## config.mk

```make
export PLATFORM = sky130hd
export DESIGN_NAME = posit_add_stream_raw
export DESIGN_NICKNAME = d
export VERILOG_FILES = /design/src/rtl/posit_add_stream_raw.sv
export SDC_FILE = /design/constraint.sdc
export NUM_CORES = 1
export LEC_CHECK = 0
export BUFFER_PORTS_ARGS = -buffer_cell sky130_fd_sc_hd__buf_2
export CORE_MARGIN = 2
export CORE_UTILIZATION = 25
export DETAILED_ROUTE_END_ITERATION = 8
export SYNTH_ARGS = -nofsm -noshare
export SYNTH_HDL_FRONTEND = slang
export SYNTH_SLANG_ARGS = --single-unit
```

## constraint.sdc

```tcl
create_clock -name clk -period 6.6 [get_ports clk]
set_input_delay 0.66 -clock clk [delete_from_list [all_inputs] [get_ports clk]]
set_output_delay 0.66 -clock clk [all_outputs]
set_load 0.01 [all_outputs]
```

## src/rtl/posit_add_stream_raw.sv

```systemverilog
// Pipelined raw-posit adder/subtractor: decode/compare, align/add, leading-zero count and
// normalize stages with valid/ready flow control; emits an unrounded sum plus sticky bit.
module posit_add_stream_raw #(
  parameter int unsigned FRAC_W  = 26,
  parameter int unsigned SCALE_W = 9,
  parameter int unsigned GUARD   = 3,
  parameter int unsigned IN_W    = 1 + SCALE_W + FRAC_W + 2,
  parameter int unsigned OUT_W   = 1 + (SCALE_W + 1) + (FRAC_W + GUARD) + 2
) (
  input  logic             clk,
  input  logic             rst_n,
  input  logic             in_valid,
  output logic             in_ready,
  input  logic [IN_W-1:0]  in1,
  input  logic [IN_W-1:0]  in2,
  input  logic             sub,
  output logic             out_valid,
  input  logic             out_ready,
  output logic [OUT_W-1:0] result,
  output logic             sticky
);

  localparam int unsigned SIG_W = FRAC_W + GUARD + 1;
  localparam int unsigned OFR_W = FRAC_W + GUARD;
  localparam int unsigned OSC_W = SCALE_W + 1;
  localparam int unsigned LZ_W  = $clog2(SIG_W + 1);

  logic en;
  assign en       = ~out_valid | out_ready;
  assign in_ready = en;

  logic               a_sgn, a_inf, a_zero, b_sgn_raw, b_sgn, b_inf, b_zero;
  logic [SCALE_W-1:0] a_scl, b_scl;
  logic [FRAC_W-1:0]  a_frc, b_frc;

  assign {a_sgn, a_scl, a_frc, a_inf, a_zero}     = in1;
  assign {b_sgn_raw, b_scl, b_frc, b_inf, b_zero} = in2;
  assign b_sgn = b_sgn_raw ^ sub;

  // A zero operand always loses the compare; ties go to in1.
  logic a_hi;
  always_comb begin
    if (b_zero)                     a_hi = 1'b1;
    else if (a_zero)                a_hi = 1'b0;
    else if (a_scl != b_scl)        a_hi = $signed(a_scl) > $signed(b_scl);
    else                            a_hi = a_frc >= b_frc;
  end

  logic               h_sgn, h_zero, l_sgn, l_zero;
  logic [SCALE_W-1:0] h_scl, l_scl;
  logic [FRAC_W-1:0]  h_frc, l_frc;
  logic [OSC_W-1:0]   diff_d;

  assign {h_sgn, h_scl, h_frc, h_zero} = a_hi ? {a_sgn, a_scl, a_frc, a_zero}
                                              : {b_sgn, b_scl, b_frc, b_zero};
  assign {l_sgn, l_scl, l_frc, l_zero} = a_hi ? {b_sgn, b_scl, b_frc, b_zero}
                                              : {a_sgn, a_scl, a_frc, a_zero};
  assign diff_d = l_zero ? '0 : {h_scl[SCALE_W-1], h_scl} - {l_scl[SCALE_W-1], l_scl};

  // Stage 1 registers
  logic               s1_valid_q, s1_h_sgn_q, s1_h_zero_q, s1_l_sgn_q, s1_l_zero_q, s1_inf_q;
  logic [SCALE_W-1:0] s1_h_scl_q;
  logic [FRAC_W-1:0]  s1_h_frc_q, s1_l_frc_q;
  logic [OSC_W-1:0]   s1_diff_q;

  logic [SIG_W-1:0]   hi_sig, lo_sig, aligned;
  logic [2*SIG_W-1:0] lo_ext;
  logic               align_stk;
  logic [SIG_W:0]     sum_d;

  always_comb begin
    hi_sig = s1_h_zero_q ? '0 : {1'b1, s1_h_frc_q, {GUARD{1'b0}}};
    lo_sig = s1_l_zero_q ? '0 : {1'b1, s1_l_frc_q, {GUARD{1'b0}}};
    lo_ext = '0;
    if (s1_diff_q >= OSC_W'(SIG_W)) begin
      aligned   = '0;
      align_stk = |lo_sig;
    end else begin
      lo_ext    = {lo_sig, {SIG_W{1'b0}}} >> s1_diff_q;
      aligned   = lo_ext[2*SIG_W-1:SIG_W];
      align_stk = |lo_ext[SIG_W-1:0];
    end
    if (s1_h_sgn_q == s1_l_sgn_q) sum_d = {1'b0, hi_sig} + {1'b0, aligned};
    else                          sum_d = {1'b0, hi_sig} - {1'b0, aligned};
  end

  // Stage 2 registers
  logic               s2_valid_q, s2_sgn_q, s2_stk_q, s2_inf_q;
  logic [SCALE_W-1:0] s2_scl_q;
  logic [SIG_W:0]     s2_sum_q;

  logic [LZ_W-1:0] lzc_d;
  logic            lz_found;
  always_comb begin
    lzc_d    = LZ_W'(SIG_W);
    lz_found = 1'b0;
    for (int i = SIG_W - 1; i >= 0; i--) begin
      if (!lz_found && s2_sum_q[i]) begin
        lzc_d    = LZ_W'(SIG_W - 1 - i);
        lz_found = 1'b1;
      end
    end
  end

  // Stage 3 registers
  logic               s3_valid_q, s3_sgn_q, s3_stk_q, s3_inf_q;
  logic [SCALE_W-1:0] s3_scl_q;
  logic [SIG_W:0]     s3_sum_q;
  logic [LZ_W-1:0]    s3_lzc_q;

  logic [OSC_W-1:0] scl_ext, scl_o;
  logic [SIG_W-1:0] norm;
  logic [OFR_W-1:0] frc_o;
  logic             stk_o;
  logic [OUT_W-1:0] res_d;
  logic             stk_d;

  always_comb begin
    scl_ext = {s3_scl_q[SCALE_W-1], s3_scl_q};
    norm    = s3_sum_q[SIG_W-1:0] << s3_lzc_q;
    if (s3_sum_q[SIG_W]) begin
      frc_o = s3_sum_q[SIG_W-1:1];
      stk_o = s3_stk_q | s3_sum_q[0];
      scl_o = scl_ext + OSC_W'(1);
    end else begin
      frc_o = norm[SIG_W-2:0];
      stk_o = s3_stk_q;
      scl_o = scl_ext - {{(OSC_W - LZ_W){1'b0}}, s3_lzc_q};
    end
    res_d = '0;
    stk_d = 1'b0;
    if (s3_inf_q) begin
      res_d[1] = 1'b1;
    end else if (s3_sum_q == '0) begin
      res_d[0] = 1'b1;
    end else begin
      res_d = {s3_sgn_q, scl_o, frc_o, 2'b00};
      stk_d = stk_o;
    end
  end

  always_ff @(posedge clk or negedge rst_n) begin
    if (!rst_n) begin
      s1_valid_q  <= 1'b0;
      s1_h_sgn_q  <= 1'b0;
      s1_h_zero_q <= 1'b0;
      s1_l_sgn_q  <= 1'b0;
      s1_l_zero_q <= 1'b0;
      s1_inf_q    <= 1'b0;
      s1_h_scl_q  <= '0;
      s1_h_frc_q  <= '0;
      s1_l_frc_q  <= '0;
      s1_diff_q   <= '0;
      s2_valid_q  <= 1'b0;
      s2_sgn_q    <= 1'b0;
      s2_stk_q    <= 1'b0;
      s2_inf_q    <= 1'b0;
      s2_scl_q    <= '0;
      s2_sum_q    <= '0;
      s3_valid_q  <= 1'b0;
      s3_sgn_q    <= 1'b0;
      s3_stk_q    <= 1'b0;
      s3_inf_q    <= 1'b0;
      s3_scl_q    <= '0;
      s3_sum_q    <= '0;
      s3_lzc_q    <= '0;
      out_valid   <= 1'b0;
      result      <= '0;
      sticky      <= 1'b0;
    end else if (en) begin
      s1_valid_q  <= in_valid;
      s1_h_sgn_q  <= h_sgn;
      s1_h_zero_q <= h_zero;
      s1_l_sgn_q  <= l_sgn;
      s1_l_zero_q <= l_zero;
      s1_inf_q    <= a_inf | b_inf;
      s1_h_scl_q  <= h_scl;
      s1_h_frc_q  <= h_frc;
      s1_l_frc_q  <= l_frc;
      s1_diff_q   <= diff_d;
      s2_valid_q  <= s1_valid_q;
      s2_sgn_q    <= s1_h_sgn_q;
      s2_stk_q    <= align_stk;
      s2_inf_q    <= s1_inf_q;
      s2_scl_q    <= s1_h_scl_q;
      s2_sum_q    <= sum_d;
      s3_valid_q  <= s2_valid_q;
      s3_sgn_q    <= s2_sgn_q;
      s3_stk_q    <= s2_stk_q;
      s3_inf_q    <= s2_inf_q;
      s3_scl_q    <= s2_scl_q;
      s3_sum_q    <= s2_sum_q;
      s3_lzc_q    <= lzc_d;
      out_valid   <= s3_valid_q;
      result      <= res_d;
      sticky      <= stk_d;
    end
  end

endmodule

```

==> results of run 1 <==
[flip-flops by register name, summed over array words and instances, names as in the netlist, 5 cells and up]
register,count
s1_l_frc_q,26
s1_diff_q,10
s3_sum_q,31
s2_sum_q,31
result,42
s2_scl_q,9
s3_scl_q,9
s1_h_scl_q,9
s3_lzc_q,5
s1_h_frc_q,26
[worst register-to-register path, delay by kind of cell, from the launching register on]
| kind | cells | cell delay [ps] |
|---|---|---|
| AO/OA/AOI/OAI | 13 | 2700 |
| buffers and inverters | 2 | 400 |
| XOR/XNOR | 1 | 140 |
| adder cells (fa/ha/maj) | 1 | 340 |
| flip-flops | 1 | 650 |
| multiplexers | 1 | 350 |
| AND/OR/NAND/NOR | 6 | 1420 |
[synth_stat cells, drive strengths merged, types with 7 or more instances]
library cell    n
or2             7
nand3          31
o21bai         14
a211oi         25
nor3           61
a21oi         168
mux2i          92
inv            75
o22ai          19
o31ai           8
o211ai         10
a21o           25
and3           12
nor2b          43
buf            34
nand4          12
nor4           22
nand2         409
mux4           20
dfrtp         214
a31oi          21
ha             75
nand2b         13
a221oi          7
nor2          173
a22oi          10
clkbuf         96
o21ai         201
xor2           21
mux2           16
xnor2          34
or3             7
[where the power goes]
part	leakage (nW)	switching [mW]	internal, mW
clock network	0.417	0.585	0.839
registers	2.65	0.613	1.86
logic	5.21	3.37	2.36
total	8.27	4.56	5.05
[metrics by stage]
stage | power, mW | hold slack (ps) | utilization
after floorplan | 6.60 | 364 | -
after global placement | 8.13 | 444 | 0.277
after detailed placement | 8.18 | 454 | 0.277
after CTS | 9.66 | 95.3 | 0.290
after global routing | 10.5 | 113 | 0.290
final | 9.61 | 59.1 | 0.290
[worst paths after layout]
| path | from | endpoint | slack, ps |
|---|---|---|---|
| worst max-delay path | s1_diff_q[0]$_DFFE_PN0P_ | s2_sum_q[29]$_DFFE_PN0P_ | 530 |
| worst min-delay path | rst_n | result[24]$_DFFE_PN0P_ | 60 |
| worst max register to register | s1_diff_q[0]$_DFFE_PN0P_ | s2_sum_q[29]$_DFFE_PN0P_ | 530 |
| worst min register to register | result[1]$_DFFE_PN0P_ | result[1]$_DFFE_PN0P_ | 460 |
| max in group asynchronous | rst_n | s1_l_frc_q[11]$_DFFE_PN0P_ | 5400 |
| min in group clk | in_valid | s1_valid_q$_DFFE_PN0P_ | 290 |
[timing repair]
action | in CTS | in global routing
gates resized for setup | 0 | 1
setup endpoints to repair | 0 | 2
buffers inserted | 0 | 0
[cell usage in the layout, fill, tap and decap left out, types with 31 or more instances in the layout]
master,Yosys,routed
xnor2_1,34,33
dfrtp_1,214,213
nor2_1,172,172
buf_4,2,33
mux2i_1,92,92
o21ai_0,196,195
nor2b_1,43,42
inv_1,75,74
buf_2,14,124
nand2_1,409,408
a21oi_1,167,167
nand3_1,31,31
ha_1,75,75
nor3_1,58,57
[logic make-up after synthesis]
| family | count (synthesis) |
|---|---|
| buffers and inverters | 206 |
| XOR/XNOR | 55 |
| multiplexers | 128 |
| AND/OR/NAND/NOR | 813 |
| adder cells (fa/ha/maj) | 78 |
| flip-flops | 214 |
| AO/OA/AOI/OAI | 586 |
[cell type report]
cell class | instances | area (um2) | area share
multi-input cells | 1660 | 10200 | 0.545
clock inverters | 7 | 88.8 | 0.00474
flip-flops and latches | 214 | 5360 | 0.286
repair buffers | 162 | 963 | 0.0514
clock buffers | 37 | 761 | 0.0406
inverters | 76 | 285 | 0.0152
well taps | 855 | 1070 | 0.0571
[per-layer routing]
layer	GRT usage	routed length [um]	vias to the layer above
met3	0.0269	3000	83
met5	0	0	-
li1	-	-	7528
met2	0.219	21300	422
met1	0.210	23700	6950
met4	0.0405	1310	0
==> summary.txt, run 1 <==
Top post-synthesis cells by area: dfrtp_1 33%, nand2_1 9.4%, o21ai_0 6.0%
Final Slew Violations: 0
Initial antenna violation count: 2
Vias/cell: 4.98
Chip height: 260 um
WL/cell: 16.4 um
Clk buf depth: 3
DP HPWL: 37.0 mm
WP data arrival: 6540 ps
Num CTS Buffers: 25
Buf+Inv Stages, Crit Path: 2
Top-level I/O count: 126
Slew headroom: 0.358
# diodes: 0
Unique masters post-synth: 84
Flops & latches, synth: 214
CTS sink cnt: 214
Mux cell area share after synthesis: 0.0950
HP Class: in -> async
Synth Area in Simple Gates: 0.218
# setup viols final: 0
Seq/Total Area, Yosys: 0.328
Share of layout cells above drive strength 1: 0.122
H-tree lvl count: 1
Core Area: 64600 um2
GRT overflow: 0
Mapped cell area: 16300 um2
Setup crit start kind: register
Post-Synth XOR/XNOR Area: 0.0295
RePlAce Congestion: 0.932
Share of the synthesized area in the top cell type: 0.328
DRT iter0 DRCs: 1056
Final net count: 2297
CTS tree: yes
Antenna Nets Post-Route: 0
Final worst slack: 532 ps
Design area: 18700 um2
Worst Reg-to-Reg Cells: 24
Max Cap Violations: 0
DR DRC count: 0
Mapped Avg Cell Area: 7.85 um2
Slowest stage delay, CP: 650 ps
Vias in the first global route: 14.2k
Nature of the critical path endpoint: register
Via count: 15.0k
Crit Path Category: reg -> reg
Placement Setup Slack: 478 ps
Final WL: 49.3 mm
Worst skew pair latency: 560 ps
Worst path required time: 7070 ps
Placed cells: 2967
Fin crit share: 0.919
Cell Rows: 93
Global-route wire length before repair: 79.5 mm
Setup repair after global routing missed its margin: no
FILL cells: 7058
Crit Path Max Fanout: 23
Clk slew on worst S/H paths: 60 ps
Leakage Power: 8.27 nW
Peak Freq: 0.165 GHz
Max VDD drop: 201 uV
Largest family of logic cells by synthesized area: compound AO/OA/AOI/OAI gates
Post-synth EDFFs: 0
CTS Hold Buffers Added: 0
Synth Area in Adders: 0.0605
DR pass1 iterations: 7
Slowest-stage cell, CP: dfrtp_4
Clock Skews: 8.81 ps
Async S/R FF share, synth: 1.00
Outcome: complete, no violations
Die W: 260 um
Post-route insts no fill: 3011
Initial Util: 0.253
Yosys warning total: 0
Final hold vios: 0
Area after DPL: 17900 um2
Most used cell, CP: o21ai_0
Largest net degree at the start of global routing: 192
Min Clock Period, post-route: 6070 ps
CP Cell Sequence: buf_4 > mux2_1 > nand3_1 > o21ai_1 > a221oi_1 > a211oi_1 > a21oi_2 > nand3_1 > or4_1 > inv_1 > a21oi_1 > xnor2_1 > ha_1 > o21a_1 > o21ai_0 > nand2b_1 > a41oi_1 > o21ai_0 > a31oi_1 > nor3_1 > or3_1 > a211oi_1 > a41oi_1 > o21ai_0
Die footprint: 67400 um2
Port-buffer cells: 125
Synth Area in Compound Gates: 0.219
Tot GR Track Use: 0.145
Slew @ Worst Pin: 963 ps
Cell family with most CP delay: compound AO/OA/AOI/OAI gates
Crit path depth: 24
Synthesis-to-finish area growth: 14.7%
TNS Setup: 0 ps
Cells after Synth: 2080
Clk root buf: clkbuf_16
Synth Flop Type: dfrtp_1
Pwr Density: 513 nW/um2
Syn Nets: 2238
Cell taking the most area after synthesis: dfrtp_1
Note: power is estimated with default switching activity, not from simulation.
==> run 2, diff against run 1 <==
==> constraint.sdc (replaced) <==
create_clock -name clk -period 7.3 [get_ports clk]
set_input_delay 0.73 -clock clk [delete_from_list [all_inputs] [get_ports clk]]
set_output_delay 0.73 -clock clk [all_outputs]
set_load 0.01 [all_outputs]
==> run 2 against run 1 <==
Effect of this change:
- die area unchanged
- count of clock-buffer cells in the layout decreased by 3
- worst hold slack improved by 90 ps
- register-to-register slack improved by 230 ps
- combinational power decreased by 8.9%
- critical path type unchanged
- critical endpoint unchanged
==> summary.txt, run 2 (same netlist as run 1, synthesis figures left out) <==
Final WL: 49.3 mm
Clk root buf: clkbuf_16
Cell family with most CP delay: compound AO/OA/AOI/OAI gates
Switching Fraction: 0.479
WP data arrival: 7010 ps
Nature of the critical path endpoint: register
Slew headroom: 0.275
Pwr Density: 463 nW/um2
Worst skew pair latency: 550 ps
Top-level I/O count: 126
Antenna Nets Post-Route: 0
Outcome: complete, no violations
Slew @ Worst Pin: 1080 ps
Num CTS Buffers: 24
Largest register FFs: 42
Global-route wire length before repair: 79.6 mm
Via count: 15.0k
GRT overflow: 0
DR DRC count: 0
CP Cell Sequence: mux2i_1 > nor2_1 > mux4_2 > o211ai_4 > nor2_2 > o21ai_2 > ha_1 > inv_1 > a2111o_1 > nor3_2 > a21oi_1 > xnor2_1 > ha_1 > o21a_1 > o21ai_0 > nand2b_1 > a41oi_1 > o21ai_0 > a31oi_1 > nor3_1 > or3_1 > a211oi_1 > a41oi_1 > o21ai_0
CTS sink cnt: 214
FF-to-FF Start: s1_diff_q[0]$_DFFE_PN0P_
DRT iter0 DRCs: 996
Fin crit share: 0.896
Internal power: 4.48 mW
Die W: 260 um
Final Slew Violations: 0
Worst Reg-to-Reg Cells: 24
Gate power share: 0.605
FF-to-FF End: s2_sum_q[29]$_DFFE_PN0P_
Initial Util: 0.253
TNS Setup: 0 ps
# setup viols final: 0
Final net count: 2295
# diodes: 0
Crit path depth: 24
H-tree lvl count: 1
Setup repair after global routing missed its margin: no
Clk buf depth: 3
Final hold vios: 0
DP HPWL: 37.2 mm
Worst path required time: 7770 ps
Min Clock Period, post-route: 6540 ps
Psw: 4.12 mW
Crit Path Max Fanout: 36
Die footprint: 67400 um2
Slowest stage delay, CP: 920 ps
Chip height: 260 um
Leakage Power: 8.21 nW
Buf+Inv Stages, Crit Path: 1
DR pass1 iterations: 5
Most used cell, CP: o21ai_0
Worst hold slack: 149 ps
Top reg by flops: result
Initial antenna violation count: 3
Cell Rows: 93
Clock Skews: 24.8 ps
HP Class: in -> async
Max Cap Violations: 0
Share of layout cells above drive strength 1: 0.118
Core Area: 64600 um2
RePlAce Congestion: 0.924
R2r setup slk: 760 ps
Slowest-stage cell, CP: dfrtp_2
Setup Buffers After CTS: 0
Most frequent cells in the layout: 408 x nand2_1, 213 x dfrtp_1, 195 x o21ai_0
Largest net degree at the start of global routing: 200
Tot GR Track Use: 0.145
Peak Freq: 0.153 GHz
CTS tree: yes
Crit Path Category: reg -> reg
WL/cell: 16.4 um
Clk slew on worst S/H paths: 60 ps
Synthesis-to-finish area growth: 13.8%
CTS Hold Buffers Added: 0
Top flop regs: result x42, s2_sum_q x31, s3_sum_q x31
Sequential power share: 0.257
Port-buffer cells: 125
Post-CTS sizing: 0
Setup crit start kind: register
Vias in the first global route: 14.3k
Vias/cell: 4.99
Clock power frac: 0.138
Max VDD drop: 178 uV
Commonest non-fill, non-tap cell in the layout: nand2_1
==> run 2: layer usage <==
metal  track usage  vias to the layer above  wire length [um]
met3        0.0208                       76              2710
li1              -                     7522                 -
met5             0                        -                 0
met1         0.212                     7022             24100
met4        0.0345                        0              1210
met2         0.222                      391             21300
==> run 2: worst max-delay path by stage <==
stage	start	end	slack, ps
final	s1_diff_q[0]$_DFFE_PN0P_	s2_sum_q[29]$_DFFE_PN0P_	760
after global routing	s1_diff_q[0]$_DFFE_PN0P_	s2_sum_q[29]$_DFFE_PN0P_	190
after CTS	s1_diff_q[0]$_DFFE_PN0P_	s2_sum_q[29]$_DFFE_PN0P_	790
after detailed placement	s1_diff_q[0]$_DFFE_PN0P_	s2_sum_q[29]$_DFFE_PN0P_	830
after global placement	s1_diff_q[0]$_DFFE_PN0P_	s2_sum_q[29]$_DFFE_PN0P_	910
after floorplan	s1_diff_q[0]$_DFFE_PN0P_	s2_sum_q[29]$_DFFE_PN0P_	1860
==> run 2: power by group through the flow <==
stage	Sequential, mW	Clock (mW)	Combinational (mW)
after CTS	2.20	1.23	5.21
after global routing	2.28	1.27	5.87
after floorplan	2.03	0	3.94
final	2.21	1.19	5.21
after global placement	2.21	0	5.15
after detailed placement	2.22	0	5.18
==> run 2: layout make-up <==
cell class | instances | area (um2)
Clock inverter | 7 | 81.3
Inverter | 76 | 285
Fill cell | 7038 | 46000
Sequential cell | 214 | 5360
Timing Repair Buffer | 161 | 918
Clock buffer | 34 | 678
Multi-Input combinational cell | 1660 | 10200
Tap cell | 855 | 1070
==> run 2: per-stage QoR <==
stage / instance area, um2 / utilization / setup slack [ps] / power, mW / instances
after CTS: 18600 / 0.288 / 795 / 8.64 / 3007
after global routing: 18600 / 0.288 / 188 / 9.42 / 3007
after global placement: 17800 / 0.276 / 906 / 7.36 / 2966
final: 18600 / 0.288 / 761 / 8.61 / 3007
after detailed placement: 17800 / 0.276 / 832 / 7.40 / 2966
after floorplan: 16300 / - / 1860 / 5.97 / 2080
